==> src/rtl/ex_pkg.sv <==
// Shared execute-stage definitions: ALU unit encodings, result source codes
// and the default tag width used by the ALU arbiter and its result FIFO.
package ex_pkg;

  localparam int TAG_W_DFLT = 5;

  // ALU unit select encodings (alu_unit)
  localparam logic [2:0] UNIT_MATH  = 3'd0;
  localparam logic [2:0] UNIT_CMP   = 3'd1;
  localparam logic [2:0] UNIT_SHIFT = 3'd2;
  localparam logic [2:0] UNIT_LOGIC = 3'd3;

  // Result source (res_src)
  localparam logic SRC_A = 1'b0;
  localparam logic SRC_B = 1'b1;

endpackage

==> src/rtl/ex_res_fifo.sv <==
// Result FIFO between the shared ALU and writeback.
// Ports:
//   clk, rst        clock, asynchronous active-high reset
//   push, push_data write an entry (accepted when not full, or when full
//                   alongside a pop)
//   pop             consume the head entry (ignored when empty)
//   head_data       combinational head entry; zero while empty
//   full, empty     occupancy flags
//   count           number of stored entries
module ex_res_fifo
  import ex_pkg::*;
#(
  parameter int DATA_W = 70,
  parameter int DEPTH  = 2
) (
  input  logic                       clk,
  input  logic                       rst,
  input  logic                       push,
  input  logic [DATA_W-1:0]          push_data,
  input  logic                       pop,
  output logic [DATA_W-1:0]          head_data,
  output logic                       full,
  output logic                       empty,
  output logic [$clog2(DEPTH+1)-1:0] count
);

  localparam int PTR_W = (DEPTH > 1) ? $clog2(DEPTH) : 1;
  localparam int CNT_W = $clog2(DEPTH + 1);

  logic [DATA_W-1:0] mem [DEPTH];
  logic [PTR_W-1:0]  wr_ptr;
  logic [PTR_W-1:0]  rd_ptr;
  logic              do_push;
  logic              do_pop;

  assign full    = (count == CNT_W'(DEPTH));
  assign empty   = (count == '0);
  assign do_pop  = pop & ~empty;
  // A full FIFO still takes a push when the head leaves in the same cycle.
  assign do_push = push & (~full | do_pop);

  // Control: pointers wrap naturally because DEPTH is a power of two.
  always_ff @(posedge clk or posedge rst) begin
    if (rst) begin
      wr_ptr <= '0;
      rd_ptr <= '0;
      count  <= '0;
    end else begin
      if (do_push) wr_ptr <= wr_ptr + PTR_W'(1);
      if (do_pop)  rd_ptr <= rd_ptr + PTR_W'(1);
      case ({do_push, do_pop})
        2'b10:   count <= count + CNT_W'(1);
        2'b01:   count <= count - CNT_W'(1);
        default: count <= count;
      endcase
    end
  end

  // Storage carries no reset; the empty gate below keeps the head at zero
  // after reset regardless of stale contents.
  always_ff @(posedge clk) begin
    if (do_push) mem[wr_ptr] <= push_data;
  end

  assign head_data = empty ? '0 : mem[rd_ptr];

endmodule

==> src/rtl/ex_alu_arb.sv <==
// Execute-stage arbiter for the single shared integer ALU.
// Two requesters (A: integer pipe, B: branch/compare pipe) compete for the
// ALU; the winner's operands drive the combinational ALU and its result is
// captured, with tag and source, into a small result FIFO toward writeback.
// Ports:
//   clk, rst                         clock, asynchronous active-high reset
//   a_* / b_*                        requester valid/ready, operands, unit,
//                                    op and tag
//   alu_enable, alu_in1/in2,
//   alu_unit, alu_op                 ALU control/operands (zero when idle)
//   alu_out                          ALU combinational result
//   res_valid/ready, res_data,
//   res_tag, res_src                 result FIFO head toward writeback
module ex_alu_arb
  import ex_pkg::*;
#(
  parameter int TAG_W     = TAG_W_DFLT,
  parameter int RES_DEPTH = 2
) (
  input  logic             clk,
  input  logic             rst,
  input  logic             a_valid,
  output logic             a_ready,
  input  logic [63:0]      a_in1,
  input  logic [63:0]      a_in2,
  input  logic [2:0]       a_unit,
  input  logic [1:0]       a_op,
  input  logic [TAG_W-1:0] a_tag,
  input  logic             b_valid,
  output logic             b_ready,
  input  logic [63:0]      b_in1,
  input  logic [63:0]      b_in2,
  input  logic [2:0]       b_unit,
  input  logic [1:0]       b_op,
  input  logic [TAG_W-1:0] b_tag,
  output logic             alu_enable,
  output logic [63:0]      alu_in1,
  output logic [63:0]      alu_in2,
  output logic [2:0]       alu_unit,
  output logic [1:0]       alu_op,
  input  logic [63:0]      alu_out,
  output logic             res_valid,
  input  logic             res_ready,
  output logic [63:0]      res_data,
  output logic [TAG_W-1:0] res_tag,
  output logic             res_src
);

  localparam int ENT_W = 64 + TAG_W + 1;
  localparam int CNT_W = $clog2(RES_DEPTH + 1);

  logic             rr_pri;   // 0: A preferred on contention, 1: B preferred
  logic             grant_a;
  logic             grant_b;
  logic             space;
  logic             res_pop;
  logic             fifo_full;
  logic             fifo_empty;
  logic [CNT_W-1:0] res_count;
  logic [ENT_W-1:0] push_ent;
  logic [ENT_W-1:0] head_ent;
  logic [TAG_W-1:0] grant_tag;
  logic             unused_count;

  // Occupancy is already summarised by fifo_full / fifo_empty.
  assign unused_count = ^res_count;

  assign res_pop = res_valid & res_ready;
  assign space   = ~fifo_full | res_pop;

  // Grant is held off during reset so both readies read zero immediately.
  always_comb begin
    grant_a = 1'b0;
    grant_b = 1'b0;
    if (!rst && space) begin
      if (a_valid && b_valid) begin
        grant_a = ~rr_pri;
        grant_b = rr_pri;
      end else begin
        grant_a = a_valid;
        grant_b = b_valid;
      end
    end
  end

  assign a_ready    = grant_a;
  assign b_ready    = grant_b;
  assign alu_enable = grant_a | grant_b;

  // Idle ALU inputs are forced to zero so the idle ALU output is zero too.
  always_comb begin
    alu_in1   = '0;
    alu_in2   = '0;
    alu_unit  = '0;
    alu_op    = '0;
    grant_tag = '0;
    if (grant_a) begin
      alu_in1   = a_in1;
      alu_in2   = a_in2;
      alu_unit  = a_unit;
      alu_op    = a_op;
      grant_tag = a_tag;
    end else if (grant_b) begin
      alu_in1   = b_in1;
      alu_in2   = b_in2;
      alu_unit  = b_unit;
      alu_op    = b_op;
      grant_tag = b_tag;
    end
  end

  // Priority flips only when both requested; it points away from the winner.
  always_ff @(posedge clk or posedge rst) begin
    if (rst) begin
      rr_pri <= 1'b0;
    end else if (a_valid && b_valid && (grant_a || grant_b)) begin
      rr_pri <= grant_a;
    end
  end

  assign push_ent = {alu_out, grant_tag, (grant_b ? SRC_B : SRC_A)};

  ex_res_fifo #(
    .DATA_W (ENT_W),
    .DEPTH  (RES_DEPTH)
  ) u_res_fifo (
    .clk       (clk),
    .rst       (rst),
    .push      (alu_enable),
    .push_data (push_ent),
    .pop       (res_pop),
    .head_data (head_ent),
    .full      (fifo_full),
    .empty     (fifo_empty),
    .count     (res_count)
  );

  assign res_valid = ~fifo_empty;
  assign res_data  = head_ent[ENT_W-1 -: 64];
  assign res_tag   = head_ent[TAG_W:1];
  assign res_src   = head_ent[0];

endmodule

==> config.mk <==
export PLATFORM = sky130hd
export DESIGN_NAME = ex_alu_arb
export DESIGN_NICKNAME = d
export VERILOG_FILES = /design/src/rtl/ex_pkg.sv /design/src/rtl/ex_res_fifo.sv /design/src/rtl/ex_alu_arb.sv
export SDC_FILE = /design/constraint.sdc
export NUM_CORES = 1
export LEC_CHECK = 0
export CORE_AREA = 2 2 217 219
export CTS_BUF_LIST = sky130_fd_sc_hd__clkbuf_4 sky130_fd_sc_hd__clkbuf_8
export CTS_CLUSTER_DIAMETER = 200
export DETAILED_ROUTE_END_ITERATION = 8
export DIE_AREA = 0 0 219 221
export PLACE_DENSITY = 0.42
export SETUP_SLACK_MARGIN = 0.3
export SLEW_MARGIN = 15
export SYNTH_ARGS = -nofsm -noshare
export SYNTH_HDL_FRONTEND = slang
export SYNTH_SLANG_ARGS = --single-unit
==> constraint.sdc <==
create_clock -name clk -period 6.15 [get_ports clk]
set_input_delay 1.23 -clock clk [delete_from_list [all_inputs] [get_ports clk]]
set_output_delay 1.23 -clock clk [all_outputs]
set_load 0.01 [all_outputs]
; Yosys cells after proc, flatten, opt, wreduce, memory -nomap -nowiden
; Memories as Yosys holds them, arrays and structs flattened.
; Cells that the tools add are included.
[op_classes]
n_eq_ne = 3
bitwise = 9
add_sub_neg = 4
muxes = 19
reduce_logical = 7
[ops]
columns = operator, count
row1 = 64-bit 2-to-1 mux, 4
row2 = 70-bit 2-to-1 mux, 1
row3 = 5-bit 2-to-1 mux, 2
row4 = 1-bit 2-to-1 mux, 7
row5 = 3-bit 2-to-1 mux, 2
row6 = 2-bit == test (second input constant), 2
row7 = 2-bit 2-to-1 mux, 2
row8 = 2-bit one-hot mux with 2 select lines, 1
row9 = 1-bit AND, 3
row10 = 1-bit logical AND, 3
row11 = 1-bit inverter, 3
row12 = 1-bit OR, 3
row13 = 1-bit adder (second input constant), 2
row14 = 2-bit by 1-bit adder with 2-bit output (second input constant), 1
row15 = 2-bit by 1-bit == test with 1-bit output (second input constant), 1
row16 = 2-bit logical NOT, 1
row17 = 2-bit nonzero test, 1
row18 = 2-bit by 1-bit subtractor with 2-bit output (second input constant), 1
row19 = 1-bit logical NOT, 1
row20 = 1-bit logical OR, 1
[word_totals]
output_inout_bits = 207
reg_bits = 5
elab_cells = 47
memories = 1
ram_bits = 140
in_bits = 345
[mem_list]
columns = memory, depth, width, read_ports, rd_ports_with_merged_regs, wr, line_no
row1 = u_res_fifo.mem, 2, 70, 1, 0, 1, ex_res_fifo.sv:30  ; logic [DATA_W-1:0] mem [DEPTH];

; Depth between registers and ports, before layout
[logic_depth]
depth_word = 10
ltp_mapped = 8

; Hierarchy
; Synthesis repeated with hierarchy kept, for this count alone.
[hier_totals]
cells_unflattened = 675
area_unflattened_um2 = 7648.6
[modules_own_cells]
columns = mod, cells_per_inst, area_per_inst_um2, instances
row1 = ex_res_fifo, 321, 5497.8, 1
row2 = ex_alu_arb, 354, 2150.8, 1

; Worst setup path before layout
; Ideal clock, no wire load.
[synth_path]
path_type = in2reg
start = input port b_valid
end = memory u_res_fifo.mem[0][0] (enable)
arrival_ns = 6.216
required_time_ns = 5.565
stages = 3
slack_ns = -0.651
path_cell_list = buf_2 > o21bai_1 > nor3_1
[synth_between]
elab_chain_cells = 7
[synth_lines]
columns = item, line_no
row1 = start: declaration, ex_alu_arb.sv:29  ; input logic b_valid,
row2 = 1-bit logical AND, ex_alu_arb.sv:76  ; if (a_valid && b_valid) begin
row3 = 1-bit 2-to-1 mux, ex_alu_arb.sv:76
row4 = 1-bit 2-to-1 mux, ex_alu_arb.sv:75  ; if (!rst && space) begin
row5 = 1-bit OR *, ex_alu_arb.sv:88  ; assign alu_enable = grant_a | grant_b;
row6 = 1-bit AND *, ex_res_fifo.sv:40  ; assign do_push = push & (~full | do_pop);
row7 = 1-bit 2-to-1 mux *, ex_res_fifo.sv:62  ; if (do_push) mem[wr_ptr] <= push_data;
row8 = 1-bit 2-to-1 mux (implied by the code) *, ex_res_fifo.sv:62
row9 = end: declaration, ex_res_fifo.sv:30
; Mark *: on every way between the ends. The rest lies on a longest branch, timed or not.

; Final worst setup path
[layout_path]
start = input port a_valid
end = output port alu_in2[31]
[layout_between]
elab_chain_cells = 5
[layout_lines]
columns = item, line_no
row1 = start: declaration, ex_alu_arb.sv:22  ; input logic a_valid,
row2 = 1-bit logical AND, ex_alu_arb.sv:76
row3 = 1-bit 2-to-1 mux, ex_alu_arb.sv:76
row4 = 1-bit 2-to-1 mux, ex_alu_arb.sv:75
row5 = 64-bit 2-to-1 mux, ex_alu_arb.sv:103  ; end else if (grant_b) begin
row6 = 64-bit 2-to-1 mux *, ex_alu_arb.sv:97  ; if (grant_a) begin
row7 = end: declaration, ex_alu_arb.sv:38  ; output logic [63:0] alu_in2,
; Marked as above.

==> flow_summary.toml <==
[clock_tree]
clock_latency_ps = 450
cts_root_buffer = "clkbuf_8"
cts_hold_buffers = 0
htreeDepth = 4
cts_resized = 0
clk_path_buf_depth = 2
cts_setup_buffers = 0
numCtsBuffers = 17
cts.sinks = 145
cts_tree = "built"
cts.clk_slew.worst_paths_ps = 90

[worst_hold_path]
whs_path_depth = 1
hold_path_class = "reg2reg"

[die]
rows = 79
die_width_um = 219
fp.coreArea_um2 = 46100
die_h_um = 221
start_util = 0.166
dieArea_um2 = 48400
io_pins = 552

[place]
post_dp_cell_area_um2 = 13700
dp_hpwl_um = 35000
post-place-ws_ps = 1210
dpl.cell_count = 1756
gp_congestion = 0.887
portBuffers = 551

[final_layout]
design_area_um2 = 14000
seqCellArea_um2 = 4330
fin_cells = 1793
nNetsFinal = 1514
fin_util = 0.305
syn_to_final_growth_pct = 84.2
multi_input_area_um2 = 2890
fillCellCount = 4860
drive_gt1_frac = 0.0424

[yosys]
yosysTopAreaCellShare = 0.551
ys_ff_latch = 145
yosysTopAreaCell = "edfxtp_1"
synth_cells = 663
syn_nets = 1009
synth_warnings = 0
ys_seq_area_frac = 0.568
yosys-top-cells-area = "edfxtp_1, a32oi_1, nor2_1, mux2i_1, buf_2"
syn_area_um2 = 7620
syn_area_per_cell_um2 = 11.5
synth.distinct_cells = 24

[sta]
max_freq_mhz = 202
slew_viol_final = 0
finalSetupViolCount = 0
finClkSkew_ps = 20.8
timing.final.crit_share = 0.805
max_slew_margin = 0.266
fin_tns_setup_ps = 0
hold_viol_final = 0
rsz0062_at_grt = "false"
fin_crit_ps = 4950
holdWs_ps = 555
timing.final.ws_setup_ps = 1200
tightest_slew_ps = 1100

[worst_setup_path]
critPathRequiredTime_ps = 4920
cp_max_fo = 67
setup.worst_path.class = "in2out"
cp-end-kind = "output port"
cp.arrival_ps = 3720
reg2reg_depth = 4
critPathLaunchType = "input pin"

[pwr]
ir_drop_mv = 0.265
switchingPower_mw = 1.71
power_frac_comb = 0.524
leakagePower_nw = 4.81
p_int_mw = 2.77
swShare = 0.381
seqPwrFrac = 0.321
p_clk_frac = 0.154
p_per_area_nw_per_um2 = 319
total_power_mw = 4.48

[detailed_routing]
drc = 0
wirelength_um = 45200
vias_per_cell = 4.31
vias = 7722
wl_per_cell_um = 25.2
final_antenna_net_count = 0
drtPass1Iterations = 5
drtIter0Drc = 387

[global_route]
grt_pass1_wl_um = 61100
grt_pass1_vias = 7712
grt_max_degree = 87
antenna_found_initial = 17
grt_usage = 0.179
gr-total-overflow = 0

[outcome]
run_status = "finished clean"

[flow_run]
timing.max_cap.violations = 0
power groups by stage:
stage | Clock, mW | Sequential [mW] | Combinational, mW
6_report | 0.692 | 1.44 | 2.35
5_1_grt | 0.760 | 1.46 | 2.52
4_1_cts | 0.723 | 1.45 | 2.40
3_5_place_dp | 0 | 1.47 | 2.39
3_3_place_gp | 0 | 1.47 | 2.40
2_1_floorplan | 0 | 1.36 | 1.13
synth_stat cells:
cell,instances
and3_1,1
nor2_1,212
buf_6,12
a21boi_2,1
nor3b_2,1
nor3_1,1
buf_4,2
ha_1,1
edfxtp_1,140
o21bai_1,1
xnor2_1,3
buf_1,2
buf_2,37
inv_1,3
xor2_1,3
mux2i_1,70
or3_1,1
or2_1,1
nand2b_1,1
a32oi_1,138
dfrtp_1,5
clkbuf_1,23
nand2_1,1
and2_1,3
critical path, stage by stage:
cell and delay, ps:
clkdlybuf4s50_1 600, nand2b_4 390, buf_12 350, a32oi_1 540, nor2_1 80, clkdlybuf4s50_1 500
cell families (layout without fill, tap and decap cells):
logic type / Yosys count / count (layout) / synth area share
AO/OA/AOI/OAI: 140 / 140 / 0.161
XOR/XNOR: 6 / 6 / 0.00689
adder cells (fa/ha/maj): 1 / 1 / 0.00164
buffers and inverters: 79 / 596 / 0.0578
flip-flops: 145 / 145 / 0.568
multiplexers: 70 / 70 / 0.0919
other: 0 / 6 / 0
AND/OR/NAND/NOR: 222 / 222 / 0.113
metal layers:
layer,global-route usage,wire (µm)
met1,0.226,19000
met2,0.295,21600
met3,0.0570,3570
met4,0.0453,968
met5,0,70
layout make-up:
| cell class | count | share of cell area |
|---|---|---|
| Inverter | 3 | 0.000802 |
| Antenna cell | 6 | 0.00107 |
| Tap cell | 607 | 0.0541 |
| Multi-Input combinational cell | 439 | 0.206 |
| Clock inverter | 14 | 0.00900 |
| Sequential cell | 145 | 0.309 |
| Clock buffer | 17 | 0.0167 |
| Timing Repair Buffer | 562 | 0.404 |
placed cells by master (no fill, tap or decap), drive strengths merged, types with 3 or more instances in the layout:
master,netlist,final
clkdlybuf4s50,0,550
nor2,212,212
edfxtp,140,140
a32oi,138,138
mux2i,70,70
clkbuf,23,17
buf,53,12
inv,3,9
diode,0,6
dfrtp,5,5
clkinv,0,5
xor2,3,3
xnor2,3,3
clkinvlp,0,3
and2,3,3
state kept, by name, summed over array words and instances (netlist names):
| register | cells |
|---|---|
| rr_pri | 1 |
| u_res_fifo.mem | 140 |
| u_res_fifo.count | 2 |
| u_res_fifo.wr_ptr | 1 |
| u_res_fifo.rd_ptr | 1 |
final timing paths:
check                                    startpoint               endpoint  slack, ps
worst max-delay path                        a_valid            alu_in2[31]       1200
worst min register to register    u_res_fifo.wr_ptr      u_res_fifo.wr_ptr        560
max in group asynchronous                       rst      u_res_fifo.rd_ptr       4800
worst max register to register  u_res_fifo.count[1]  u_res_fifo.mem[1][29]       3730
min in group asynchronous                       rst      u_res_fifo.wr_ptr       1120
worst min-delay path              u_res_fifo.wr_ptr      u_res_fifo.wr_ptr        560
No activity file was read; power rests on OpenSTA's default activity.
